===== config.mk =====
export PLATFORM = sky130hd
export DESIGN_NAME = evb_loader_fsm
export DESIGN_NICKNAME = d
export VERILOG_FILES = /design/src/rtl/evb_pkg.sv /design/src/rtl/evb_loader_fsm.sv
export SDC_FILE = /design/constraint.sdc
export NUM_CORES = 1
export LEC_CHECK = 0
export ABC_CLOCK_PERIOD_IN_PS = 2600
export CAP_MARGIN = 20
export CORE_MARGIN = 4
export CORE_UTILIZATION = 40
export CTS_CLUSTER_DIAMETER = 40
export DETAILED_ROUTE_END_ITERATION = 8
export GPL_TIMING_DRIVEN = 0
export PLACE_DENSITY = 0.74
export SLEW_MARGIN = 10
export SYNTH_ARGS = -nofsm -noshare
export SYNTH_HDL_FRONTEND = slang
export SYNTH_SLANG_ARGS = --single-unit
export TNS_END_PERCENT = 50

===== constraint.sdc =====
create_clock -name clk -period 2.6 [get_ports clk]
set_input_delay 0.78 -clock clk [delete_from_list [all_inputs] [get_ports clk]]
set_output_delay 0.78 -clock clk [all_outputs]
set_load 0.02 [all_outputs]

===== src/rtl/evb_pkg.sv =====
// Shared constants for the evaluation-block loader: opcodes, degree limit,
// FSM state encoding and a constant-foldable log2 helper.
package evb_pkg;

  localparam logic [2:0] OP_LOAD_COEF = 3'b001;
  localparam logic [2:0] OP_EVAL      = 3'b010;
  localparam logic [4:0] MAX_DEGREE   = 5'd10;

  typedef enum logic [2:0] {
    S_IDLE      = 3'd0,
    S_LOAD_N    = 3'd1,
    S_LOAD_COEF = 3'd2,
    S_LOAD_X    = 3'd3,
    S_START     = 3'd4,
    S_WAIT_EVB  = 3'd5
  } state_t;

  function automatic int clog2(input int unsigned value);
    int result;
    int unsigned v;
    result = 0;
    v      = value - 1;
    while (v > 0) begin
      result = result + 1;
      v      = v >> 1;
    end
    return result;
  endfunction

endpackage


===== src/rtl/evb_loader_fsm.sv =====
// Command-stream loader: decodes LOAD_COEF / EVAL headers, streams payload
// words into the degree, coefficient and x-data RAMs, then launches one evaluation.
module evb_loader_fsm
  import evb_pkg::*;
#(
  parameter int buffer_size = 1024,
  localparam int AW = clog2(buffer_size)
) (
  input  logic          clk,
  input  logic          rst,
  input  logic [15:0]   in_data,
  input  logic          in_valid,
  output logic          in_ready,
  output logic          wr_en_data,
  output logic [AW-1:0] wr_addr_data,
  output logic [15:0]   wr_data_data,
  output logic          wr_en_S,
  output logic [2:0]    wr_addr_S_vec,
  output logic [3:0]    wr_addr_S_coef,
  output logic [15:0]   wr_data_S,
  output logic          wr_en_N,
  output logic [2:0]    wr_addr_N,
  output logic [4:0]    wr_data_N,
  output logic          start_evb,
  output logic [2:0]    A,
  output logic [4:0]    b,
  output logic [AW-1:0] rd_addr_data,
  input  logic          done_evb,
  output logic          busy,
  output logic          cmd_err
);

  state_t        r_state, w_state_nxt;
  logic [2:0]    r_vec,   w_vec_nxt;
  logic [4:0]    r_n,     w_n_nxt;
  logic [2:0]    r_a,     w_a_nxt;
  logic [4:0]    r_b,     w_b_nxt;
  logic [4:0]    r_cnt,   w_cnt_nxt;
  logic [AW-1:0] r_base,  w_base_nxt;
  logic          r_cmd_err, w_cmd_err_nxt;

  logic          w_accept;
  logic [2:0]    w_opcode;

  assign w_opcode = in_data[15:13];
  assign w_accept = in_valid & in_ready;

  always_ff @(posedge clk or posedge rst) begin
    if (rst) begin
      r_state   <= S_IDLE;
      r_vec     <= '0;
      r_n       <= '0;
      r_a       <= '0;
      r_b       <= '0;
      r_cnt     <= '0;
      r_base    <= '0;
      r_cmd_err <= 1'b0;
    end else begin
      r_state   <= w_state_nxt;
      r_vec     <= w_vec_nxt;
      r_n       <= w_n_nxt;
      r_a       <= w_a_nxt;
      r_b       <= w_b_nxt;
      r_cnt     <= w_cnt_nxt;
      r_base    <= w_base_nxt;
      r_cmd_err <= w_cmd_err_nxt;
    end
  end

  // Write data/address buses are zeroed unless their enable is set, so a
  // reset or idle cycle never shows stale payload on any output.
  always_comb begin
    w_state_nxt    = r_state;
    w_vec_nxt      = r_vec;
    w_n_nxt        = r_n;
    w_a_nxt        = r_a;
    w_b_nxt        = r_b;
    w_cnt_nxt      = r_cnt;
    w_base_nxt     = r_base;
    w_cmd_err_nxt  = 1'b0;
    in_ready       = 1'b0;
    wr_en_data     = 1'b0;
    wr_addr_data   = '0;
    wr_data_data   = '0;
    wr_en_S        = 1'b0;
    wr_addr_S_vec  = '0;
    wr_addr_S_coef = '0;
    wr_data_S      = '0;
    wr_en_N        = 1'b0;
    wr_addr_N      = '0;
    wr_data_N      = '0;
    start_evb      = 1'b0;

    case (r_state)
      S_IDLE: begin
        in_ready = 1'b1;
        if (w_accept) begin
          w_cnt_nxt = '0;
          if (w_opcode == OP_LOAD_COEF && in_data[4:0] <= MAX_DEGREE) begin
            w_vec_nxt   = in_data[12:10];
            w_n_nxt     = in_data[4:0];
            w_state_nxt = S_LOAD_N;
          end else if (w_opcode == OP_EVAL) begin
            w_a_nxt     = in_data[12:10];
            w_b_nxt     = in_data[4:0];
            w_state_nxt = S_LOAD_X;
          end else begin
            w_cmd_err_nxt = 1'b1;
          end
        end
      end
      S_LOAD_N: begin
        wr_en_N     = 1'b1;
        wr_addr_N   = r_vec;
        wr_data_N   = r_n;
        w_cnt_nxt   = '0;
        w_state_nxt = S_LOAD_COEF;
      end
      S_LOAD_COEF: begin
        in_ready = 1'b1;
        if (w_accept) begin
          wr_en_S        = 1'b1;
          wr_addr_S_vec  = r_vec;
          wr_addr_S_coef = r_cnt[3:0];
          wr_data_S      = in_data;
          if (r_cnt == r_n) w_state_nxt = S_IDLE;
          else              w_cnt_nxt   = r_cnt + 5'd1;
        end
      end
      S_LOAD_X: begin
        in_ready = 1'b1;
        if (w_accept) begin
          wr_en_data   = 1'b1;
          wr_addr_data = r_base + AW'(r_cnt);
          wr_data_data = in_data;
          if (r_cnt == r_b) w_state_nxt = S_START;
          else              w_cnt_nxt   = r_cnt + 5'd1;
        end
      end
      S_START: begin
        start_evb   = 1'b1;
        w_state_nxt = S_WAIT_EVB;
      end
      S_WAIT_EVB: begin
        if (done_evb) begin
          w_base_nxt  = r_base + AW'({1'b0, r_b} + 6'd1);
          w_state_nxt = S_IDLE;
        end
      end
      default: w_state_nxt = S_IDLE;
    endcase
  end

  assign A            = r_a;
  assign b            = r_b;
  assign rd_addr_data = r_base;
  assign busy         = (r_state != S_IDLE);
  assign cmd_err      = r_cmd_err;

endmodule


== Word level (Yosys, flattened, before mapping) ==
Cells that the tools add are included.

* Output and inout port bits: 82
* Memory bits (read-only): 0
* Memories kept: 0
* Bits in latches: 0
* Input port bits: 20
* Flip-flop bits (word level): 35
* Bits in writable memories: 0

* Shifts and indexed selects: 0
* Add/sub/neg operators: 4
* Multiply operators: 0
* Equal/unequal tests: 18
* Divide/modulo/power cells: 0
* Reductions and logical operators: 10
* Mux-type cells: 36
* $lt $le $gt $ge: 1
* Bitwise gates (word level): 2

{| class="wikitable"
|+ Operators by type and width
! operator !! count
|-
| 16-bit 2-to-1 mux || 3
|-
| 3-bit 2-to-1 mux || 11
|-
| 5-bit 2-to-1 mux || 6
|-
| 10-bit 2-to-1 mux || 2
|-
| 5-bit case mux with 4 select lines || 1
|-
| 3-bit case mux with 6 select lines || 1
|-
| 2-bit inequality test, second input constant || 8
|-
| 10-bit by 5-bit adder with 10-bit output || 1
|-
| 10-bit by 6-bit adder with 10-bit output || 1
|-
| 5-bit equality test || 2
|-
| 1-bit 2-to-1 mux || 10
|-
| 3-bit by 2-bit equality test with 1-bit output, second input constant || 3
|-
| 4-bit 2-to-1 mux || 2
|-
| 7-bit AND reduction || 1
|-
| 5-bit by 1-bit adder with 6-bit output, second input constant || 1
|-
| 3-bit by 1-bit equality test with 1-bit output, second input constant || 2
|-
| 3-bit equality test, second input constant || 2
|-
| 6-bit AND reduction || 1
|-
| 5-bit by 1-bit adder with 5-bit output, second input constant || 1
|-
| 5-bit by 4-bit <= comparator with 1-bit output, second input constant || 1
|-
| 4-bit AND reduction || 1
|-
| 4-bit nonzero test || 1
|-
| 3-bit logical NOT || 1
|-
| 3-bit inequality test, second input constant || 1
|-
| other kinds (7) || 7
|}

== Logic depth before layout (Yosys ltp) ==
Gate-level depths: netlist (run 1).

* Depth after elaboration: 6
* Depth in mapped cells: 8
* Depth with buffers taken out: 8

== Least setup slack after synthesis (run 1) ==
No wires, ideal clock.

* Kind: register to output
* From: reg r_base[0], in the netlist rd_addr_data[0]
* To: out wr_addr_data[6]
* Setup slack: -0.324 ns
* Data arrival time: 2.144 ns
* Stages on the path, launching flop included: 9
* Buffers on the path: 0
* Path through: dfrtp_1 ha_1 inv_1 fa_1 nor2b_1 o21a_1 o21ai_0 a21boi_0 mux2i_1

* Longest elaborated chain between the ends: 3

{| class="wikitable"
|+ RTL lines
! element !! line !! RTL
|-
| from (decl) || evb_loader_fsm.sv:39 || <nowiki>logic [AW-1:0] r_base, w_base_nxt;</nowiki>
|-
| from (signal assigned) || evb_loader_fsm.sv:65 || <nowiki>r_base <= w_base_nxt;</nowiki>
|-
| 10-bit by 5-bit adder with 10-bit output || evb_loader_fsm.sv:134 || <nowiki>wr_addr_data = r_base + AW'(r_cnt);</nowiki>
|-
| 10-bit 2-to-1 mux || evb_loader_fsm.sv:132 || <nowiki>if (w_accept) begin</nowiki>
|-
| 10-bit 2-to-1 mux || evb_loader_fsm.sv:94 || <nowiki>case (r_state)</nowiki>
|-
| to (decl) || evb_loader_fsm.sv:15 || <nowiki>output logic [AW-1:0] wr_addr_data,</nowiki>
|}

Every way passes these cells.

== Worst setup path after layout (run 1) ==
* From: reg r_cnt[1]
* To: out wr_addr_data[8]

* Longest elaborated chain between the ends: 3

{| class="wikitable"
|+ RTL lines
! element !! line !! RTL
|-
| from (decl) || evb_loader_fsm.sv:38 || <nowiki>logic [4:0] r_cnt, w_cnt_nxt;</nowiki>
|-
| from (signal assigned) || evb_loader_fsm.sv:64 || <nowiki>r_cnt <= w_cnt_nxt;</nowiki>
|-
| 10-bit by 5-bit adder with 10-bit output || evb_loader_fsm.sv:134 ||
|-
| 10-bit 2-to-1 mux || evb_loader_fsm.sv:132 ||
|-
| 10-bit 2-to-1 mux || evb_loader_fsm.sv:94 ||
|}

Every way passes these cells.

==> impl_metrics.py, run 1 <==
metrics = {
    "floorplanning": {
        "core_area_sq_um": 6386,
        "ios": 102,
        "die_area_sq_um": 8012,
        "num_rows": 29,
        "dieHeight_um": 89.51,
        "initial_core_util_pct": 41.61,
        "die_x_um": 89.51,
    },
    "power_and_ir_drop": {
        "cellPowerDensity_nw_per_um2": 848.5,
        "leakagePower_uw": 0.002063,
        "irDropWorstVdd_uv": 521.9,
    },
    "synthesis": {
        "synth_top_area_share_pct": 32.96,
        "yosysSeqAreaShare_pct": 32.96,
        "synth_edf_count": 0,
        "ys_ff_latch": 35,
        "syn_area_per_cell_sq_um": 9.070,
        "ys_warn_count": 0,
        "synthTopCellsByArea": "dfrtp_1 (33%), and2_1 (11%), ha_1 (5.2%), mux2_2 (5.1%), xor2_1 (4.0%)",
        "synth_top_cell_by_area": "dfrtp_1",
        "syn_area_sq_um": 2658,
        "ys_types": 50,
        "netlist_instances": 293,
        "ys.flop_type": "dfrtp_1",
        "synth_nets": 326,
        "async_flop_share_pct": 100.0,
    },
    "global_routing": {
        "grt_max_degree": 36,
        "gr-usage-all-layers_pct": 22.46,
        "grt_pass1_wl_um": 13600,
        "antenna_found_initial": 0,
        "gr-total-overflow": 0,
        "grt_pass1_vias": 2761,
    },
    "timing": {
        "grt_setup_unrepaired": "true",
        "fin_ws_ps": -411.7,
        "holdWs_ps": 522.8,
        "worst_clock_skew_ps": 5.554,
        "setup_viol": 33,
        "worst_pin_slew_ps": 740.7,
        "slew_viol_final": 0,
        "post-route-min-period_ps": 3012,
        "max_freq_mhz": 332.0,
        "slew-limit-headroom_pct": 50.55,
        "hold_violations": 0,
        "fin_crit_sh_pct": 115.8,
    },
    "min_path": {
        "min_path_type": "reg -> reg",
        "hold_depth": 1,
    },
    "drt": {
        "drtIter0Drc": 197,
        "vias": 2680,
        "met3RoutedLength_um": 867,
        "wire_per_inst_um": 17.91,
        "drtAntennaViolNets": 0,
        "via_per_inst": 5.349,
        "dr.max_layer_used": "met4",
        "route.met2.wl_um": 4223,
        "drtPass1Iterations": 4,
        "drc": 0,
        "wirelength_met1_um": 3721,
        "routed_wl_um": 8972,
    },
    "finish": {
        "antenna_cells": 0,
        "synthToLayoutAreaGrowth_pct": 61.82,
        "nets": 456,
        "finalNonFillerCells": 501,
        "drive_gt1_share_pct": 42.22,
    },
    "clock_network": {
        "clockBufferDepth": 2,
        "cts_sinks": 35,
        "htreeDepth": 2,
        "worstSkewPairLatency_ps": 290,
        "holdBufCountCts": 0,
        "cts_buffers": 5,
        "cts_root_buffer": "clkbuf_8",
        "cts_tree": "yes",
        "path_clk_slew_ps": 70,
    },
    "worst_setup_path": {
        "cp-end-kind": "output pin",
        "reg2regPathDepth": 8,
        "start_kind": "register",
        "r2r_end": "rd_addr_data[6]",
        "critPathLaunch": "r_cnt[1]",
        "crit_end": "wr_addr_data[8]",
        "path_max_fanout": 4,
        "worstReg2RegStart": "b[0]",
        "crit_arrival_ps": 2230,
        "ff2ff_setup_slack_ps": 370,
        "critical_path_class": "reg -> out",
        "cp.required_ps": 1820,
    },
    "run_status": {
        "violations": "setup timing",
        "status": "finished with violations",
    },
    "placement": {
        "dp_slack_ps": -1635,
        "port_buffers": 101,
        "place_congestion": 0.8494,
        "place_hpwl_um": 6266,
        "place_inst": 471,
    },
    "run": {
        "maxCapViolations": 0,
    },
}
-- final cells by class --
class                           instances  area [sq um]
Clock buffer                            7         86.33
Fill cell                             529          2086
Buffer                                 15         147.6
Multi-Input combinational cell        230          1874
Timing Repair Buffer                  122          1150
Sequential cell                        35         879.6
Inverter                               14         57.56
Clock inverter                          1         8.758
Tap cell                               77         96.34
-- per-layer routing --
| metal | up-vias | track usage (%) |
|---|---|---|
| li1 | 1272 | - |
| met4 | 0 | 5.548 |
| met2 | 122 | 37.71 |
| met5 | - | 0 |
| met1 | 1273 | 28.10 |
| met3 | 13 | 7.097 |
-- where the power goes --
group	switching [uW]	total (uW)	internal [uW]	leakage [uW]
logic	1220	2320	1100	0.00156
clock network	206	423	217	0.0000484
registers	189	907	718	0.000459
-- cell families (layout without fill, tap and decap cells) --
| family | Yosys count | in the layout | share of synthesized area (%) |
|---|---|---|---|
| compound gates | 52 | 52 | 14.88 |
| xor+xnor | 17 | 17 | 6.168 |
| fa+ha+maj | 13 | 13 | 6.685 |
| buf+inv | 29 | 159 | 4.755 |
| flops | 35 | 35 | 32.96 |
| mux | 17 | 17 | 7.109 |
| simple gates | 130 | 131 | 27.45 |
-- timing repair --
item                                   CTS  global route
buffers inserted                        16             5
setup endpoints to repair               62            54
endpoints found under the hold margin    0             0
cloned                                   2             1
gates resized for setup                312            87
pin swaps                               11            13
-- per-stage QoR --
stage | cell area [sq um] | utilization, % | TNS [ps] | power, uW
finish | 4300 | 67.34 | -2954 | 3649
global route | 4300 | 67.34 | -5505 | 3887
global placement | 3844 | 60.19 | -62360 | 2854
floorplan | 2736 | - | -98.50 | 2132
detailed placement | 3844 | 60.19 | -63000 | 2892
CTS | 4085 | 63.97 | -2280 | 3503
-- synthesized netlist by cell type (2+ instances only) --
library cell,n
and2_1,48
dfrtp_1,35
nand2_1,20
nor2_1,18
inv_1,14
mux2_2,12
o21ai_0,12
xor2_1,12
ha_1,11
nor2b_1,10
clkbuf_1,9
nor3_1,8
a21oi_1,7
nand3_1,7
a211oi_1,4
a21o_1,4
buf_4,4
nor3b_1,4
a22o_1,3
mux2_1,3
nor3_2,3
o21a_1,3
o21bai_1,3
o31ai_1,3
xnor2_1,3
a21boi_0,2
fa_1,2
mux2i_1,2
nand2b_1,2
nand4_1,2
o211ai_1,2
or4_1,2
xor2_2,2
-- sequential cells by signal, summed over array words and instances (netlist names) --
register      count
r_n               5
A                 3
rd_addr_data     10
r_state           3
b                 5
r_cnt             5
cmd_err           1
r_vec             3
-- how the worst min path moves through the flow --
stage / startpoint / endpoint / slack (ps)
floorplan: r_vec[0] / r_vec[0] / 470
global placement: A[1] / A[1] / 490
detailed placement: A[2] / A[2] / 500
CTS: rd_addr_data[9] / rd_addr_data[9] / 520
global route: rd_addr_data[9] / rd_addr_data[9] / 530
finish: A[0] / A[0] / 520
-- placed cells by master, fill, tap and decap left out, drive strengths merged, types with 2 or more instances in the layout --
| cell | Yosys | final |
|---|---|---|
| clkdlybuf4s50 | 0 | 37 |
| buf | 5 | 87 |
| nor2b | 10 | 10 |
| o21a | 3 | 3 |
| or4 | 2 | 2 |
| nor3 | 11 | 11 |
| a22o | 3 | 3 |
| o21bai | 3 | 3 |
| xnor2 | 3 | 3 |
| nor2 | 18 | 18 |
| dlygate4sd2 | 0 | 2 |
| nand2b | 2 | 2 |
| a211oi | 4 | 4 |
| o21ai | 13 | 13 |
| mux2i | 2 | 2 |
| clkbuf | 10 | 16 |
| o31ai | 3 | 3 |
| fa | 2 | 2 |
| mux2 | 15 | 15 |
| a21o | 4 | 4 |
| and2 | 48 | 48 |
| dlymetal6s2s | 0 | 2 |
| a21boi | 2 | 2 |
| dfrtp | 35 | 35 |
| nand2 | 21 | 21 |
| xor2 | 14 | 14 |
| ha | 11 | 11 |
| inv | 14 | 14 |
| nor3b | 5 | 5 |
| o211ai | 2 | 2 |
| nand3 | 7 | 8 |
| a21oi | 7 | 7 |
| nand4 | 2 | 2 |
-- critical path: stages (launching register included) --
cell      delay [ps]
dfrtp_1          410
buf_6            130
inv_4             40
fa_2             330
nor2b_2          140
o21a_1           180
o21ai_2           90
a2111o_1         410
o21ai_4           70
buf_6            130
Note: power is estimated with default switching activity, not from simulation.
==> inputs of run 2 (changes only) <==
--- a/config.mk
+++ b/config.mk
@@ -12,7 +12,7 @@
 export CTS_CLUSTER_DIAMETER = 40
 export DETAILED_ROUTE_END_ITERATION = 8
 export GPL_TIMING_DRIVEN = 0
-export PLACE_DENSITY = 0.74
+export PLACE_DENSITY = 0.79
 export SLEW_MARGIN = 10
 export SYNTH_ARGS = -nofsm -noshare
 export SYNTH_HDL_FRONTEND = slang
==> impl_metrics.py, run 2 (synthesized netlist as in run 1, its figures left out) <==
metrics = {
    "clock_network": {
        "worstSkewPairLatency_ps": 290,
        "path_clk_slew_ps": 70,
        "htreeDepth": 2,
        "cts_buffers": 5,
        "cts_root_buffer": "clkbuf_8",
        "cts_sinks": 35,
        "clockBufferDepth": 2,
        "cts_tree": "yes",
    },
    "drt": {
        "via_per_inst": 5.370,
        "drtPass1Iterations": 4,
        "drc": 0,
        "wire_per_inst_um": 18.12,
        "routed_wl_um": 9152,
        "drtAntennaViolNets": 0,
        "vias": 2712,
        "drtIter0Drc": 221,
    },
    "floorplanning": {
        "dieHeight_um": 89.51,
        "ios": 102,
        "die_x_um": 89.51,
        "num_rows": 29,
        "core_area_sq_um": 6386,
        "die_area_sq_um": 8012,
        "initial_core_util_pct": 41.61,
    },
    "timing": {
        "max_freq_mhz": 324.3,
        "worst_clock_skew_ps": 4.409,
        "fin_ws_ps": -484.0,
        "holdWs_ps": 518.6,
        "hold_violations": 0,
        "slew-limit-headroom_pct": 49.89,
        "grt_setup_unrepaired": "true",
        "post-route-min-period_ps": 3084,
        "worst_pin_slew_ps": 750.5,
        "fin_crit_sh_pct": 118.6,
        "slew_viol_final": 0,
        "setup_viol": 30,
    },
    "finish": {
        "largest_reg_flops": 10,
        "mostFrequentLayoutCells": "clkdlybuf4s50_1 (37), dfrtp_1 (32), buf_4 (32)",
        "synthToLayoutAreaGrowth_pct": 62.01,
        "nets": 460,
        "drive_gt1_share_pct": 40.89,
        "antenna_cells": 0,
        "fin_area_sq_um": 4305,
        "final_common_cell": "clkdlybuf4s50_1",
    },
    "worst_setup_path": {
        "path_cells": "ha_4 > inv_2 > fa_2 > nor2b_2 > o21a_1 > o21ai_2 > a2111o_1 > o21ai_4 > buf_6",
        "cpMaxStageDelayCell": "dfrtp_1",
        "path_max_fanout": 4,
        "slowest_delay_ps": 430,
        "crit_end": "wr_addr_data[8]",
        "reg2regPathDepth": 8,
        "r2r_end": "rd_addr_data[8]",
        "ff2ff_setup_slack_ps": 460,
        "cp.required_ps": 1820,
        "crit_arrival_ps": 2300,
        "critical_path_class": "reg -> out",
        "worstReg2RegStart": "b[0]",
        "critPathLaunch": "r_cnt[0]",
        "cp-end-kind": "output pin",
        "start_kind": "register",
    },
    "placement": {
        "place_hpwl_um": 6218,
        "place_congestion": 0.8249,
        "port_buffers": 101,
        "dpl-instance-area_sq_um": 3844,
        "dp_slack_ps": -1635,
    },
    "power_and_ir_drop": {
        "leakagePower_uw": 0.002046,
        "irDropWorstVdd_uv": 488.4,
        "cellPowerDensity_nw_per_um2": 847.6,
    },
    "global_routing": {
        "gr-total-overflow": 0,
        "antenna_found_initial": 0,
        "gr-usage-all-layers_pct": 22.24,
        "grt_max_degree": 36,
        "grt_pass1_vias": 2638,
        "grt_pass1_wl_um": 13340,
    },
    "run_status": {
        "violations": "setup timing",
        "status": "finished with violations",
    },
    "run": {
        "maxCapViolations": 0,
    },
    "min_path": {
        "min_path_type": "reg -> reg",
    },
}
[run 2: changes by cell type in the layout (fill, tap and decap cells not counted), moves of 2 or more]
| cell | delta |
|---|---|
| and2_1 | +10 |
| and2_4 | -10 |
| buf_2 | +6 |
| buf_6 | -9 |
| clkbuf_4 | +3 |
| inv_4 | -2 |
[run 2: layout make-up]
class	count	area [sq um]
fillers	511	2081
multi-input cells	230	1879
repair buffers	126	1156
flip-flops and latches	35	879.6
plain buffers	15	151.4
well taps	77	96.34
clock buffers	6	72.57
inverters	14	57.56
clock inverters	2	12.51
[run 2: what timing repair did]
item,CTS,global route
hold buffers,0,0
pin swaps,5,9
cloned,2,2
resized for setup,284,86
buffers inserted,11,12
setup endpoints to repair,62,49
[run 2: worst min path at each step]
stage / cells after the start / endpoint / startpoint / slack (ps)
global placement: 1 / A[1] / A[1] / 490
floorplan: 1 / r_vec[0] / r_vec[0] / 470
finish: 1 / rd_addr_data[9] / rd_addr_data[9] / 520
detailed placement: 1 / A[1] / A[1] / 500
CTS: 1 / rd_addr_data[9] / rd_addr_data[9] / 510
global route: 1 / rd_addr_data[9] / rd_addr_data[9] / 530
[run 2: layer usage]
| layer | global-route usage (%) | vias up | share of wire, % |
|---|---|---|---|
| met5 | 0 | - | 0 |
| met3 | 7.373 | 7 | 8.7 |
| met4 | 4.871 | 0 | 0.91 |
| met2 | 35.97 | 118 | 48 |
| li1 | - | 1282 | - |
| met1 | 29.04 | 1305 | 42 |
[run 2: metrics by stage]
step           TNS (ps)  util (%)  instances  power [uW]
3_3_place_gp     -61290     60.19        471        2850
5_1_grt           -6027     67.42        505        3889
4_1_cts           -2656     62.48        492        3390
3_5_place_dp     -62240     60.19        471        2876
2_1_floorplan    -98.50         -        293        2132
6_report          -4470     67.42        505        3649
[run 2: critical path: cells and delay by family, from the launching register on]
kind / cells / cell delay, ps
buffers and inverters: 2 / 160
AO/OA/AOI/OAI: 4 / 770
flip-flops: 1 / 430
AND/OR/NAND/NOR: 1 / 140
adder cells (fa/ha/maj): 2 / 510
[run 2: where the power goes]
group	leakage [uW]	switching [uW]	internal [uW]
logic	0.00154	1210	1120
clock network	0.0000412	209	187
registers	0.000459	207	718
total	0.00205	1620	2030
